### config.mk
export PLATFORM = sky130hd
export DESIGN_NAME = grn_line_writer
export DESIGN_NICKNAME = d
export VERILOG_FILES = /design/src/rtl/grn_line_writer.sv
export SDC_FILE = /design/constraint.sdc
export NUM_CORES = 2
export LEC_CHECK = 0
export BUFFER_PORTS_ARGS = -buffer_cell sky130_fd_sc_hd__buf_2
export CAP_MARGIN = 15
export CORE_AREA = 8 8 463 465
export CTS_BUF_LIST = sky130_fd_sc_hd__clkbuf_8
export CTS_CLUSTER_SIZE = 16
export DETAILED_ROUTE_END_ITERATION = 10
export DIE_AREA = 0 0 471 473
export PLACE_DENSITY_LB_ADDON = 0.05
export SLEW_MARGIN = 20
export SYNTH_ARGS = -nofsm -noshare
export SYNTH_HDL_FRONTEND = slang
export SYNTH_SLANG_ARGS = --single-unit
### constraint.sdc
create_clock -name clk -period 13.92 [get_ports clk]
set_clock_uncertainty 0.1 [all_clocks]
set_input_delay 2.088 -clock clk [delete_from_list [all_inputs] [get_ports clk]]
set_output_delay 2.088 -clock clk [all_outputs]
set_load 0.01 [all_outputs]
### src/rtl/grn_line_writer.sv
// Buffers result lines from the GRN top and issues them as posted memory line
// writes to consecutive addresses; raises done once every line is acknowledged.
module grn_line_writer #(
    parameter int FIFO_DEPTH = 4,
    parameter int ADDR_WIDTH = 42
) (
    input  logic                  clk,
    input  logic                  rst_n,
    input  logic                  start,
    input  logic [ADDR_WIDTH-1:0] base_addr,
    input  logic                  req_write,
    input  logic [511:0]          transient,
    output logic                  ack_write,
    input  logic                  finish_in,
    output logic                  wr_valid,
    output logic [ADDR_WIDTH-1:0] wr_addr,
    output logic [511:0]          wr_data,
    input  logic                  wr_almost_full,
    input  logic                  wr_rsp_valid,
    output logic [31:0]           lines_written,
    output logic                  done
);
    localparam int PW = $clog2(FIFO_DEPTH);

    typedef enum logic [1:0] {IDLE, RUN, DRAIN, DONE} state_t;
    state_t state, state_nxt;

    logic [511:0]          mem [FIFO_DEPTH];
    logic [PW-1:0]         rd_ptr, wr_ptr;
    logic [PW:0]           count;
    logic [ADDR_WIDTH-1:0] base;
    logic [31:0]           outstanding, outstanding_nxt;
    logic                  push, pop, restart, empty, full, rsp_take;

    assign empty    = (count == '0);
    assign full     = (count == (PW+1)'(FIFO_DEPTH));
    assign restart  = start && (state == IDLE || state == DONE);
    // ack_write high means the producer is still showing the line just taken
    assign push     = (state == RUN) && req_write && !ack_write && !full;
    assign pop      = (state == RUN || state == DRAIN) && !empty && !wr_almost_full;
    assign rsp_take = wr_rsp_valid && (outstanding != '0);

    // Counted at the issue edge so DRAIN never sees a request that is in flight
    // but not yet reflected in the outstanding count.
    always_comb begin
        outstanding_nxt = outstanding + 32'(pop) - 32'(rsp_take);
        if (restart) outstanding_nxt = '0;
    end

    always_comb begin
        state_nxt = state;
        case (state)
            IDLE:    if (start) state_nxt = RUN;
            RUN:     if (finish_in && !req_write) state_nxt = DRAIN;
            DRAIN:   if (empty && outstanding_nxt == '0) state_nxt = DONE;
            DONE:    if (start) state_nxt = RUN;
            default: state_nxt = IDLE;
        endcase
    end

    always_ff @(posedge clk or negedge rst_n) begin
        if (!rst_n) begin
            state         <= IDLE;
            rd_ptr        <= '0;
            wr_ptr        <= '0;
            count         <= '0;
            base          <= '0;
            outstanding   <= '0;
            ack_write     <= 1'b0;
            wr_valid      <= 1'b0;
            wr_addr       <= '0;
            wr_data       <= '0;
            lines_written <= '0;
            done          <= 1'b0;
        end else begin
            state       <= state_nxt;
            outstanding <= outstanding_nxt;
            ack_write   <= push;
            wr_valid    <= pop;
            done        <= (state_nxt == DONE);
            count       <= count + (PW+1)'(push) - (PW+1)'(pop);
            if (push) wr_ptr <= wr_ptr + PW'(1);
            if (restart) begin
                base          <= base_addr;
                lines_written <= '0;
            end
            if (pop) begin
                rd_ptr        <= rd_ptr + PW'(1);
                wr_data       <= mem[rd_ptr];
                wr_addr       <= base + ADDR_WIDTH'(lines_written);
                lines_written <= lines_written + 32'd1;
            end
        end
    end

    always_ff @(posedge clk) begin
        if (push) mem[wr_ptr] <= transient;
    end
endmodule
### Word level (Yosys, flattened, before mapping)

Memory sizes are Yosys's and may differ from the RTL's. A register that Yosys moved wholly into a read port is not among the register bits.
Cells that the tools add are included.

* flip-flop bits (word level): 160
* RAM bits: 2048
* input bits: 561
* output and inout port bits: 589
* memories kept: 1

* add/subtract/negate cells: 8
* equal/unequal tests: 5
* muxes and demuxes: 9
* reduce and logical (&&, ||, !) cells: 23

Memories
* mem: words 4, bits a word 512, read ports 1, clocked after Yosys merged registers in 1, write ports 1, RTL line 28 `logic [511:0] mem [FIFO_DEPTH];`

Operators by type and width (count)
* $mux W32: 3
* $add A42 B32 Y42: 1
* $add A32 B1 Y32: 1
* $add A32 B1 Y32 const B: 1
* $logic_not A32 Y1: 1
* $reduce_bool A32 Y1: 1
* $sub A32 B1 Y32: 1
* $logic_and A1 B1 Y1: 9
* $eq A2 B2 Y1 const B: 3
* $logic_not A1 Y1: 6
* $mux W2: 3
* $pmux W2 S3: 1
* $add A2 B1 Y2 const B: 2
* $add A3 B1 Y3: 1
* $eq A3 B3 Y1 const B: 1
* $logic_not A3 Y1: 1
* $sub A3 B1 Y3: 1
* $eq A2 B1 Y1 const B: 1
* $logic_not A2 Y1: 1
* $logic_or A1 B1 Y1: 2
* $mux W1: 2
* $reduce_bool A2 Y1: 1
* $reduce_or A2 Y1: 1

### Longest topological paths before layout

* word-level depth: 12
* depth in mapped cells: 21
* depth with buffers taken out: 19

### Worst setup path before layout

Ideal clock, no wire load.

* path kind: input -> register
* start: input req_write
* end: memory mem[0][0] (enable)
* data arrival time: 14296 ps
* data required time: 12877 ps
* slack: -1420 ps
* stages on the path: 3
* path through: nand2_1 -> a211oi_1 -> and2_1

* longest elaborated chain between the ends: 5

RTL lines
* start, declared: RTL line 11 `input logic req_write,`
* $logic_and A1 B1 Y1 (3 in series): RTL line 39 `assign push = (state == RUN) && req_write && !ack_write && !full;`
* via push: RTL line 33 `logic push, pop, restart, empty, full, rsp_take;`
* $mux W1: RTL line 97 `if (push) mem[wr_ptr] <= transient;`
* $mux W1 (not written as such): RTL line 97
* end, declared: RTL line 28

The timed path passes the listed nets, and every way through them passes these cells.

### Final worst setup path

* start: input req_write
* end: memory mem[0][1] (enable)

The elaborated chain is that of the path after synthesis.

==> impl_metrics.json <==
{
  "ys_top_cells_by_count": "2048 x edfxtp_1, 1760 x nand2_1, 672 x dfrtp_1",
  "io_pins": 1150,
  "io_buffers": 1149,
  "worstHoldPathCells": 2,
  "drc": 0,
  "cts-resized-gates": 0,
  "power.internal_mw": 17.1,
  "place_congestion": 0.829,
  "std_cell_rows": 167,
  "hp-class": "flop to flop",
  "yosys_warnings": 0,
  "routedWlPerCell_um": 26.6,
  "ys_seq_area_frac": 0.761,
  "switching_power_mw": 8.82,
  "irDropWorstVdd_mv": 0.139,
  "path_max_fanout": 56,
  "fin_crit_ps": 5720,
  "required_ps": 14510,
  "cts_tree": "built",
  "ant_nets": 0,
  "area_growth_pct": 17.5,
  "yosys.area.top_type_share": 0.597,
  "synth_ff_type": "edfxtp_1",
  "firstDrtPassIters": 7,
  "worstSkewPairLatency_ps": 1070,
  "fmax_mhz": 175,
  "post_cts_buffers": 0,
  "arrival_ps": 6310,
  "avgViaCountPerCell": 5.47,
  "synth_area_per_cell_um2": 17.0,
  "crit_path_cell_trace": "buf_2, nand2_1, a211oi_1, and2_4, buf_4, buf_4, buf_4",
  "syn_area_mm2": 0.103,
  "die_w_um": 471,
  "final_layout_size_suffix_gt1_frac": 0.299,
  "maxSlewHeadroom": 0.189,
  "status": "complete, no violations",
  "yosysTopAreaCell": "edfxtp_1",
  "slowest_delay_ps": 810,
  "post-route-util": 0.586,
  "synth-edff-count": 2048,
  "holdBufCountCts": 0,
  "synthesis.nets": 6714,
  "hold_violations": 0,
  "ys_seq_elements": 2720,
  "path_class": "input port to flop",
  "crit_top_cell": "buf_4",
  "clkPwrFrac": 0.264,
  "reg2reg_slack_ps": 8310,
  "antenna_found_initial": 209,
  "netlist_top_cells_area": "edfxtp_1 60%, dfrtp_1 16%, mux4_2 11%, nand2_1 6.4%, ha_1 1.1%",
  "grt_max_degree": 161,
  "slowest_stage": "and2_4",
  "clock-sinks": 2720,
  "cts_max_path_buffers": 4,
  "drv_slew": 0,
  "clock-root-buffer": "clkbuf_8",
  "tightest_slew_ps": 1220,
  "power_frac_comb": 0.308,
  "clkSlewWorstSetupHoldPaths_ps": 60,
  "ys_types": 68,
  "vias": 58200,
  "yosysMostFrequentCell": "edfxtp_1",
  "fin_cells": 10600,
  "syn_inst": 6061,
  "cts_buffers": 456,
  "crit_path_start_kind": "input port",
  "drv_cap": 0,
  "setup_viol": 0,
  "grt_pass1_vias": 59800,
  "power_leakage_nw": 48.1,
  "drt_iter0_drc": 4323,
  "reg2reg_to": "wr_data[153]$_DFFE_PN0P_",
  "cts.htree.levels": 5,
  "hp-start": "wr_data[252]$_DFFE_PN0P_",
  "start_util": 0.499,
  "routed_wl_mm": 283,
  "switching_share": 0.341,
  "grt_overflow": 0,
  "rsz0062_at_grt": "no",
  "final_nets": 8113,
  "fin_crit_sh": 0.411,
  "fillerInstances": 16200,
  "hpwl_mm": 180,
  "cp-end-kind": "flop",
  "worstReg2RegStart": "count[1]$_DFF_PN0_",
  "p_seq_frac": 0.428,
  "dp.cells": 9705,
  "grt_pass1_wl_mm": 411,
  "dieArea_mm2": 0.223,
  "p_per_area_mw_per_mm2": 214,
  "dieHeight_um": 473,
  "ys_async_sr_fraction": 0.247,
  "r2r_cells": 8,
  "grt_usage": 0.248,
  "core_area_mm2": 0.206,
  "holdPathEnd": "wr_data[252]$_DFFE_PN0P_"
}
[power by group through the flow]
stage / clock [mW] / sequential, mW / combinational [mW]
5_1_grt: 7.34 / 11.2 / 8.79
4_1_cts: 6.99 / 11.1 / 8.12
6_report: 6.83 / 11.1 / 7.98
2_1_floorplan: 0 / 11.5 / 4.85
3_5_place_dp: 0 / 11.2 / 8.10
3_3_place_gp: 0 / 11.2 / 8.06
[final cells by class]
cell class	count	area (um2)	share of cell area
clock inverters	299	1490	0.0123
well taps	2704	3380	0.0280
repair buffers	1207	6470	0.0535
multi-input cells	2991	23300	0.193
inverters	84	323	0.00267
flip-flops and latches	2720	78300	0.647
clock buffers	539	7420	0.0613
diodes	94	235	0.00194
[worst max-delay path, delay by kind of cell]
| kind | cells | cell delay (ps) |
|---|---|---|
| buffers and inverters | 4 | 2350 |
| and+or+nand+nor | 2 | 860 |
| AOI/OAI and AO/OA | 1 | 790 |
[cell usage in the layout, fill, tap and decap left out, drive strengths merged, types with 14 or more instances in the layout]
| cell | synthesis | final |
|---|---|---|
| edfxtp | 2048 | 2048 |
| nand2 | 1760 | 1760 |
| buf | 55 | 1207 |
| dfrtp | 672 | 672 |
| clkbuf | 211 | 539 |
| mux4 | 512 | 512 |
| inv | 84 | 280 |
| o21ai | 95 | 95 |
| diode | 0 | 94 |
| ha | 89 | 89 |
| clkinv | 0 | 89 |
| a21oi | 76 | 76 |
| nor2 | 68 | 68 |
| nand3 | 41 | 41 |
| xnor2 | 27 | 27 |
| o31ai | 24 | 24 |
| and3 | 24 | 24 |
| xor2 | 22 | 22 |
| a21o | 21 | 21 |
| nand4 | 18 | 18 |
| nand2b | 18 | 18 |
| nor3 | 17 | 17 |
| a211oi | 16 | 16 |
| nor2b | 15 | 15 |
| and2 | 14 | 14 |
[per-layer routing]
| layer | up-vias | part of all wire | track usage |
|---|---|---|---|
| met5 | - | 0.0022 | 0 |
| met4 | 94 | 0.045 | 0.105 |
| met3 | 666 | 0.086 | 0.0825 |
| met2 | 2034 | 0.48 | 0.395 |
| met1 | 29800 | 0.39 | 0.316 |
| li1 | 25600 | - | - |
[logic make-up after synthesis]
kind of cell,after synthesis,synth area share
AOI/OAI and AO/OA,313,0.0199
muxes,526,0.113
DFF,2720,0.761
xor gates and xnor gates,49,0.00417
and+or+nand+nor,2011,0.0775
adders and majority gates,92,0.0114
buffers and inverters,350,0.0128
[metrics by stage]
stage               power, mW  hold slack [ps]  setup TNS, ps  worst slack [ps]  area, um2
floorplan                16.3              350        -726280             -1420     103000
global placement         19.3              352              0              7130     112000
detailed placement       19.3              357              0              7070     112000
CTS                      26.2              371              0              8270     121000
global route             27.3              381              0              7920     121000
finish                   25.9              364              0              8200     121000
[flip-flops by register name, summed over array words and instances, names as in the netlist, 3 cells and up]
signal	count
wr_addr	42
mem	2048
lines_written	32
wr_data	512
count	3
outstanding	32
base	42
[how the worst max path moves through the flow]
stage	end	startpoint	cells after the start
final	mem[0][1]$_DFFE_PP_	req_write	7
after floorplan	mem[1][0]$_DFFE_PP_	req_write	3
after CTS	mem[0][153]$_DFFE_PP_	req_write	7
after global routing	wr_data[153]$_DFFE_PN0P_	count[1]$_DFF_PN0_	8
after global placement	mem[0][115]$_DFFE_PP_	req_write	7
after detailed placement	mem[0][107]$_DFFE_PP_	req_write	7
No activity file was read; power rests on OpenSTA's default activity.
